===== config.mk =====
export PLATFORM = sky130hd
export DESIGN_NAME = mips_cpu_lsu
export DESIGN_NICKNAME = d
export VERILOG_FILES = /design/src/rtl/mips_cpu_lsu.sv
export SDC_FILE = /design/constraint.sdc
export NUM_CORES = 1
export LEC_CHECK = 0
export BUFFER_PORTS_ARGS = -buffer_cell sky130_fd_sc_hd__buf_4
export CAP_MARGIN = 25
export CORE_UTILIZATION = 50
export DETAILED_ROUTE_END_ITERATION = 8
export PLACE_DENSITY = 0.78
export SYNTH_ARGS = -nofsm -noshare
export SYNTH_HDL_FRONTEND = slang
export SYNTH_SLANG_ARGS = --single-unit

===== constraint.sdc =====
create_clock -name clk -period 3.4 [get_ports clk]
set_input_delay 0.17 -clock clk [delete_from_list [all_inputs] [get_ports clk]]
set_output_delay 0.17 -clock clk [all_outputs]
set_load 0.01 [all_outputs]

===== src/rtl/mips_cpu_lsu.sv =====
// Load/store unit between the multicycle MIPS MEMORY stage and an Avalon-MM data bus.
// Handles byte/half/word and LWL/LWR accesses, alignment errors and a waitrequest watchdog.
module mips_cpu_lsu #(
  parameter int unsigned ADDR_W         = 32,
  parameter int unsigned TIMEOUT_CYCLES = 64,
  parameter int unsigned ALIGN_CHECK    = 1
) (
  input  logic              clk,
  input  logic              reset,
  input  logic              req_valid,
  output logic              req_ready,
  input  logic [3:0]        req_op,
  input  logic [ADDR_W-1:0] req_addr,
  input  logic [31:0]       req_wdata,
  input  logic [31:0]       req_rt_old,
  output logic              resp_valid,
  output logic [31:0]       resp_rdata,
  output logic              resp_err,
  output logic [ADDR_W-1:0] address,
  output logic              read,
  output logic              write,
  input  logic              waitrequest,
  output logic [31:0]       writedata,
  output logic [3:0]        byteenable,
  input  logic [31:0]       readdata
);

  typedef enum logic [1:0] {StIdle, StReq, StRdata, StResp} state_e;

  state_e            state_q, state_d;
  logic [3:0]        op_q, op_d;
  logic [1:0]        off_q, off_d;
  logic [31:0]       rt_q, rt_d;
  logic [31:0]       wdog_q, wdog_d;
  logic              read_q, read_d, write_q, write_d;
  logic [ADDR_W-1:0] address_q, address_d;
  logic [31:0]       writedata_q, writedata_d;
  logic [3:0]        byteenable_q, byteenable_d;
  logic              resp_valid_q, resp_valid_d, resp_err_q, resp_err_d;
  logic [31:0]       resp_rdata_q, resp_rdata_d;

  // Request decode, only meaningful in StIdle
  logic       is_half, is_word, legal, misaligned;
  logic [1:0] o_in, eff_o;
  logic [3:0] be_in;
  logic [31:0] wd_in;

  always_comb begin
    o_in       = req_addr[1:0];
    is_half    = (req_op == 4'd2) || (req_op == 4'd3) || (req_op == 4'd9);
    is_word    = (req_op == 4'd4) || (req_op == 4'd10);
    legal      = (req_op <= 4'd6) || (req_op == 4'd8) || is_half || is_word;
    misaligned = (is_half && o_in[0]) || (is_word && (o_in != 2'b00));
    // With alignment checking off, the offending low bits are simply dropped
    eff_o      = is_half ? {o_in[1], 1'b0} : (is_word ? 2'b00 : o_in);
    be_in      = 4'b0000;
    wd_in      = 32'h0;
    unique case (req_op)
      4'd0, 4'd1, 4'd8: be_in = 4'b0001 << eff_o;
      4'd2, 4'd3, 4'd9: be_in = eff_o[1] ? 4'b1100 : 4'b0011;
      4'd4, 4'd10:      be_in = 4'b1111;
      4'd5:             be_in = 4'b1111 >> (2'd3 - o_in);
      4'd6:             be_in = 4'b1111 << o_in;
      default:          be_in = 4'b0000;
    endcase
    unique case (req_op)
      4'd8:    wd_in = {4{req_wdata[7:0]}};
      4'd9:    wd_in = {2{req_wdata[15:0]}};
      4'd10:   wd_in = req_wdata;
      default: wd_in = 32'h0;
    endcase
  end

  // Load result formatting from the latched op/offset
  logic [5:0]  sh, sh_l;
  logic [7:0]  lane_b;
  logic [15:0] lane_h;
  logic [31:0] load_fmt;

  always_comb begin
    sh       = {1'b0, off_q, 3'b000};
    sh_l     = 6'd24 - sh;
    lane_b   = 8'(readdata >> sh);
    lane_h   = off_q[1] ? readdata[31:16] : readdata[15:0];
    load_fmt = readdata;
    unique case (op_q)
      4'd0:    load_fmt = {{24{lane_b[7]}}, lane_b};
      4'd1:    load_fmt = {24'h0, lane_b};
      4'd2:    load_fmt = {{16{lane_h[15]}}, lane_h};
      4'd3:    load_fmt = {16'h0, lane_h};
      4'd5:    load_fmt = (readdata << sh_l) | (rt_q & ~(32'hFFFF_FFFF << sh_l));
      4'd6:    load_fmt = (readdata >> sh) | (rt_q & ~(32'hFFFF_FFFF >> sh));
      default: load_fmt = readdata;
    endcase
  end

  always_comb begin
    state_d      = state_q;
    op_d         = op_q;
    off_d        = off_q;
    rt_d         = rt_q;
    wdog_d       = wdog_q;
    read_d       = read_q;
    write_d      = write_q;
    address_d    = address_q;
    writedata_d  = writedata_q;
    byteenable_d = byteenable_q;
    resp_valid_d = 1'b0;
    resp_err_d   = resp_err_q;
    resp_rdata_d = resp_rdata_q;
    unique case (state_q)
      StIdle: begin
        if (req_valid) begin
          op_d  = req_op;
          off_d = eff_o;
          rt_d  = req_rt_old;
          if (!legal || ((ALIGN_CHECK != 0) && misaligned)) begin
            state_d      = StResp;
            resp_valid_d = 1'b1;
            resp_err_d   = 1'b1;
            resp_rdata_d = 32'h0;
          end else begin
            state_d      = StReq;
            wdog_d       = 32'h0;
            read_d       = !req_op[3];
            write_d      = req_op[3];
            address_d    = {req_addr[ADDR_W-1:2], 2'b00};
            byteenable_d = be_in;
            writedata_d  = wd_in;
          end
        end
      end
      StReq: begin
        if (!waitrequest) begin
          read_d  = 1'b0;
          write_d = 1'b0;
          if (write_q) begin
            state_d      = StResp;
            resp_valid_d = 1'b1;
            resp_err_d   = 1'b0;
            resp_rdata_d = 32'h0;
          end else begin
            state_d = StRdata;
          end
        end else begin
          wdog_d = wdog_q + 32'd1;
          if ((TIMEOUT_CYCLES != 0) && (wdog_d == TIMEOUT_CYCLES)) begin
            read_d       = 1'b0;
            write_d      = 1'b0;
            state_d      = StResp;
            resp_valid_d = 1'b1;
            resp_err_d   = 1'b1;
            resp_rdata_d = 32'h0;
          end
        end
      end
      StRdata: begin
        state_d      = StResp;
        resp_valid_d = 1'b1;
        resp_err_d   = 1'b0;
        resp_rdata_d = load_fmt;
      end
      StResp:  state_d = StIdle;
      default: state_d = StIdle;
    endcase
  end

  always_ff @(posedge clk) begin
    if (reset) begin
      state_q      <= StIdle;
      op_q         <= 4'h0;
      off_q        <= 2'b00;
      rt_q         <= 32'h0;
      wdog_q       <= 32'h0;
      read_q       <= 1'b0;
      write_q      <= 1'b0;
      address_q    <= '0;
      writedata_q  <= 32'h0;
      byteenable_q <= 4'h0;
      resp_valid_q <= 1'b0;
      resp_err_q   <= 1'b0;
      resp_rdata_q <= 32'h0;
    end else begin
      state_q      <= state_d;
      op_q         <= op_d;
      off_q        <= off_d;
      rt_q         <= rt_d;
      wdog_q       <= wdog_d;
      read_q       <= read_d;
      write_q      <= write_d;
      address_q    <= address_d;
      writedata_q  <= writedata_d;
      byteenable_q <= byteenable_d;
      resp_valid_q <= resp_valid_d;
      resp_err_q   <= resp_err_d;
      resp_rdata_q <= resp_rdata_d;
    end
  end

  assign req_ready  = (state_q == StIdle);
  assign read       = read_q;
  assign write      = write_q;
  assign address    = address_q;
  assign writedata  = writedata_q;
  assign byteenable = byteenable_q;
  assign resp_valid = resp_valid_q;
  assign resp_err   = resp_err_q;
  assign resp_rdata = resp_rdata_q;

endmodule

[Word-level counts from Yosys, hierarchy flattened]
Index checks and enable logic that the tools add are counted.
Word-level totals
  input bits: 136
  output and inout port bits: 105
  logic and storage cells: 125
  flip-flop bits (word level): 174
Cells by class
  shifts and indexed selects: 7
  bitwise gates (word level): 7
  mux-type cells: 43
  equality and inequality tests: 24
  add/subtract/negate cells: 3
  $lt $le $gt $ge: 1
  reductions and logical operators: 27
Operator list (number)
  32-bit 2-to-1 mux: 8
  32-bit one-hot mux with 3 select lines: 2
  32-bit one-hot mux with 6 select lines: 1
  32-bit bitwise AND: 2
  32-bit NOT: 2
  32-bit bitwise OR: 2
  32-bit one-hot mux with 2 select lines: 1
  32-bit by 1-bit adder with 32-bit output (second input constant): 1
  32-bit by 7-bit == test with 1-bit output (second input constant): 1
  32-bit by 6-bit << shifter with 32-bit output: 1
  32-bit by 6-bit << shifter with 32-bit output (first input constant): 1
  32-bit by 5-bit right shift with 32-bit output: 1
  32-bit by 5-bit right shift with 32-bit output (first input constant): 1
  4-bit by 3-bit == test with 1-bit output (second input constant): 5
  4-bit one-hot mux with 5 select lines: 1
  1-bit 2-to-1 mux: 17
  4-bit by 2-bit == test with 1-bit output (second input constant): 4
  16-bit 2-to-1 mux: 1
  4-bit == test (second input constant): 3
  2-bit 2-to-1 mux: 6
  4-bit by 1-bit == test with 1-bit output (second input constant): 2
  4-bit zero test: 2
  1-bit logical OR: 8
  2-bit one-hot mux with 4 select lines: 1
  other kinds (26): 38

[Depth between registers and ports, before layout]
  depth in word-level cells: 10
  mapped depth: 13
  mapped depth without buffers: 9

[Worst setup path before layout]
OpenSTA, ideal clock, no wires.
  kind: register -> register
  start point: register wdog_q[0]
  end point: register resp_rdata_q[5], in the netlist resp_rdata[5]
  required time: 3.305 ns
  slack: 0.159 ns
  data arrival time: 3.145 ns
  path buffers: 2
  clock period less this slack: 3.241 ns
  cell stages (with the launch flop): 12
  library setup time: 0.095 ns
  cell sequence: dfxtp_1 ha_1 nand4_1 nor4_4 nand4_1 xor2_1 nand4_1 or4_1 buf_2 buf_6 or4_1 o311ai_1
On the way
  longest elaborated chain between the ends: 4
Ends and longest elaborated chain
  start: declaration: RTL line 34  | logic [31:0] wdog_q, wdog_d;
  start signal: assignment: RTL line 188  | wdog_q <= wdog_d;
  32-bit by 1-bit adder with 32-bit output: RTL line 146  | wdog_d = wdog_q + 32'd1;
  32-bit by 7-bit == test with 1-bit output: RTL line 147  | if ((TIMEOUT_CYCLES != 0) && (wdog_d == TIMEOUT_CYCLES)) begin
  3-bit inequality test (no source line)
  5-bit AND reduction (no source line)
  end signal: assignment: RTL line 196  | resp_rdata_q <= resp_rdata_d;
  end: declaration: RTL line 40  | logic [31:0] resp_rdata_q, resp_rdata_d;
Every way passes these cells.
A chain may end at the register's enable or synchronous reset.

[Final worst setup path]
  start point: register wdog_q[0]
  end point: register resp_rdata_q[1], in the netlist resp_rdata[1]
The elaborated chain is that of the path after synthesis.

==> impl_summary.txt <==
----------------------------------------------------
[Final layout]
  Share of the core filled with cells ... 66.8%
  Combined area of the multi-input logic cells ... 6270 µm²
  FILL cells ... 1,696
  Fraction of final layout cells with drive strength greater than 1 ... 21.9%
  Final non-filler cell area ... 13,500 µm²
  Net total in the final layout ... 1,750
  FF+latch area ... 3490 µm²
  Antenna diode count ... 0
  Area added between synthesis and finish ... 31.2%

[Run]
  MaxCap Viol Count ... 0

[Routing]
  Routed wire per std cell ... 17.8 µm
  DRC viols ... 0
  Final ANT Viol Nets ... 0
  Final routed wirelength across all metal layers ... 33.6 mm
  Post-DR vias/cell ... 6.06
  Detailed router's first-iteration violation count ... 1,187
  Overall via count from detail_route ... 11,500
  Number of search-and-repair iterations in the first detailed-routing pass ... 6

[Clock tree]
  TritonCTS Sinks ... 174
  CTS tree ... done
  CTS Root Buffer Type ... sky130_fd_sc_hd__clkbuf_16
  Maximum buffer depth of the clock tree ... 2
  CTS H-tree depth ... 4
  TritonCTS Buffers ... 17
  Clock-pin slew on the worst setup and hold paths ... 0.08 ns
  Insertion delay of the later-clocked pin in the worst-skew pair ... 0.44 ns

[Logic synthesis]
  Most used standard cell by instance count after synthesis ... sky130_fd_sc_hd__nand2_1
  Cell variety after synth ... 62
  Proportion of synthesized chip area in sequential cells ... 33.9%
  Register bit count reported by yosys ... 174
  Post-synthesis cell count ... 1,379
  Most instantiated cells after synthesis ... 214 x sky130_fd_sc_hd__nand2_1, 174 x sky130_fd_sc_hd__dfxtp_1, 157 x sky130_fd_sc_hd__a21oi_1
  Avg Inst Size Synth ... 7.45 µm²
  Yosys Warn Count ... 0
  Share of flip-flops with an asynchronous set or reset after synthesis ... 0%
  Area of the mapped netlist ... 10,300 µm²
  Proportion of netlist area held by the largest area contributor ... 33.9%
  Top area cells in the synthesized netlist ... sky130_fd_sc_hd__dfxtp_1 34%, sky130_fd_sc_hd__nand2_1 7.8%, sky130_fd_sc_hd__a21oi_1 7.6%
  Cell type with the largest total area after synthesis ... sky130_fd_sc_hd__dfxtp_1
  Most used flip-flop cell after synthesis ... sky130_fd_sc_hd__dfxtp_1
  EDFF count, synth ... 0

[Timing]
  Unrepaired setup endpoints after global routing ... false
  Worst clock skew ... 0.0138 ns
  Share of the clock period used by the worst path ... 93.3%
  Hold slack final ... 0.00952 ns
  Fin. Hold Viols ... 0
  Final critical path time including I/O delays and setup ... 3.17 ns
  Upper clock frequency limit ... 315 MHz
  Sum Neg Setup Slack ... 0 ns
  Number of failing setup endpoints in the final timing report ... 0
  Worst slew slack as a fraction of its limit ... 38.1%
  Worst-Margin Slew ... 0.928 ns
  Slew Limit Fails ... 0

[Critical path]
  R2r setup slk ... 0.23 ns
  Critical path capture point type ... flop
  Setup Crit Path Kind ... flop to flop
  Number of cell instances on the worst register-to-register path ... 10
  Worst r2r src ... wdog_q[0]$_SDFFE_PP0P_
  R2R Path End ... resp_rdata[1]$_SDFFE_PP0P_
  Peak fanout along the critical path ... 11
  Data arrival at the endpoint of the critical path ... 3.51 ns
  Data required time at the worst endpoint ... 3.73 ns
  Kind of start point of the critical path ... flop

[Power]
  Standby leakage power ... 5.07 nW
  Peak supply drop ... 0.544 mV
  Power Dens Cells ... 529 nW/µm²

[Floorplan]
  X dimension of the die ... 145 µm
  Vertical extent of the die ... 145 µm
  Core outline area ... 20,200 µm²
  Starting utilization of the core area ... 50.9%
  Area of the die ... 21,100 µm²
  Number of top-level pins ... 241
  Core Rows ... 52

[Hold path]
  WHS Endpoint ... rt_q[25]$_SDFFE_PP0P_
  Startpoint of the tightest hold check path ... req_rt_old[25]
  Class of the tightest hold or removal check ... input pin to flop
  Cell depth of the worst min-delay path ... 3

[Placement]
  Total of buffers placed on input and output ports ... 238
  Placed Instance Area ... 12,200 µm²
  Final HPWL DP ... 22.9 mm
  RePlAce Congestion ... 0.943

[Global route]
  Antenna violations before repair ... 0
  Vias in the first global route ... 10,600
  Aggregate global-route resource usage ... 31.2%
  Wire length of the first global-routing pass ... 53.9 mm
  Total overflow reported by the global router ... 0
  Pin count of the biggest net entering global routing ... 80

[Outcome]
  Status ... completed

----------------------------------------------------
## worst max path at each step
| stage | to | cells past startpoint | from | slack, ns |
|---|---|---|---|---|
| floorplan | resp_rdata[5]$_SDFFE_PP0P_ | 11 | wdog_q[0]$_SDFFE_PP0P_ | 0.16 |
| global placement | resp_rdata[9]$_SDFFE_PP0P_ | 8 | wdog_q[7]$_SDFFE_PP0P_ | 0.14 |
| detailed placement | resp_rdata[29]$_SDFFE_PP0P_ | 10 | wdog_q[0]$_SDFFE_PP0P_ | 0.07 |
| CTS | resp_rdata[1]$_SDFFE_PP0P_ | 10 | wdog_q[0]$_SDFFE_PP0P_ | 0.04 |
| global route | resp_rdata[1]$_SDFFE_PP0P_ | 8 | wdog_q[12]$_SDFFE_PP0P_ | 0.007 |
| finish | resp_rdata[1]$_SDFFE_PP0P_ | 10 | wdog_q[0]$_SDFFE_PP0P_ | 0.23 |
## where the power goes
group          switching [mW]  total (mW)  internal (mW)
Combinational            1.60        2.62           1.02
Sequential              0.207        2.50           2.29
Clock                    1.01        2.01           1.00
## cell type report
cell class	count	share of cell area [%]
Inverter	12	0.334
Clock buffer	17	3.16
Tap cell	270	2.51
Sequential cell	174	25.9
Timing Repair Buffer	340	20.1
Clock inverter	15	1.47
Multi-Input combinational cell	1063	46.5
## placed cells by master, fill, tap and decap left out, types with 7 or more instances in the layout
cell                            count
sky130_fd_sc_hd__buf_4            280
sky130_fd_sc_hd__nand2_1          214
sky130_fd_sc_hd__dfxtp_1          170
sky130_fd_sc_hd__a21oi_1          156
sky130_fd_sc_hd__nor2_1           146
sky130_fd_sc_hd__dlygate4sd3_1     58
sky130_fd_sc_hd__mux2i_1           53
sky130_fd_sc_hd__o21ai_0           50
sky130_fd_sc_hd__nor3b_1           50
sky130_fd_sc_hd__nor3_1            48
sky130_fd_sc_hd__nand3_1           27
sky130_fd_sc_hd__a211oi_1          25
sky130_fd_sc_hd__a221o_1           25
sky130_fd_sc_hd__mux2_2            17
sky130_fd_sc_hd__a2111oi_0         17
sky130_fd_sc_hd__clkbuf_16         17
sky130_fd_sc_hd__o22a_1            16
sky130_fd_sc_hd__nand4_1           15
sky130_fd_sc_hd__nand2b_1          14
sky130_fd_sc_hd__or3_1             14
sky130_fd_sc_hd__a22oi_1           14
sky130_fd_sc_hd__inv_1             12
sky130_fd_sc_hd__o211ai_1          12
sky130_fd_sc_hd__o22ai_1           11
sky130_fd_sc_hd__nor4_1            11
sky130_fd_sc_hd__or4_1              9
sky130_fd_sc_hd__a41oi_1            8
sky130_fd_sc_hd__clkinv_8           8
sky130_fd_sc_hd__a221oi_1           7
sky130_fd_sc_hd__a311oi_1           7
sky130_fd_sc_hd__a21o_1             7
## registers in the layout, indices dropped and copies added, names as in the netlist
name and cells:
off_q 2, byteenable 4, address 30, writedata 32
op_q 4, wdog_q 32, read 1, resp_err 1
resp_rdata 32, rt_q 32, state_q 2, resp_valid 1
write 1
## timing repair
item                                    4_1_cts  5_1_grt
setup buffers                                 0        3
resized for setup                             0        6
hold buffers                                 57        1
endpoints found under the hold margin        57        1
endpoints found under the setup margin        0       36
## critical path: stages (launching register included)
cell	delay (ns)
sky130_fd_sc_hd__dfxtp_2	0.39
sky130_fd_sc_hd__ha_1	0.18
sky130_fd_sc_hd__nand4_1	0.24
sky130_fd_sc_hd__nor4_4	0.27
sky130_fd_sc_hd__buf_4	0.21
sky130_fd_sc_hd__nand3_1	0.15
sky130_fd_sc_hd__xor2_1	0.17
sky130_fd_sc_hd__nand4_1	0.17
sky130_fd_sc_hd__or4_4	0.65
sky130_fd_sc_hd__or4_1	0.53
sky130_fd_sc_hd__o311ai_0	0.10
## kinds of logic (layout without fill, tap and decap cells)
group / after synthesis / count (layout) / share of synthesized area (%)
other cells: 1 / 2 / 0.0365
flops: 174 / 174 / 33.9
buf+inv: 143 / 384 / 5.50
fa+ha+maj: 6 / 6 / 0.731
xor+xnor: 10 / 10 / 0.852
simple gates: 588 / 588 / 27.4
mux: 70 / 70 / 7.03
compound gates: 387 / 387 / 24.6
## metal layers
layer / vias up / part of all wire, % / wire length, µm / global-route usage, %
met5: - / 0 / 0 / 0
li1: 5462 / - / - / -
met2: 562 / 47 / 15800 / 51.1
met3: 96 / 8.1 / 2720 / 7.15
met1: 5332 / 40 / 13500 / 38.5
met4: 0 / 4.6 / 1540 / 16.1
## metrics by stage
step                setup WS (ns)  cells  power [mW]
global placement            0.137   1798        5.01
global route              0.00742   1891        7.49
floorplan                   0.159   1380        4.11
detailed placement         0.0716   1798        5.05
CTS                        0.0352   1887        7.10
finish                      0.228   1891        7.13
No activity file was read; power rests on OpenSTA's default activity.
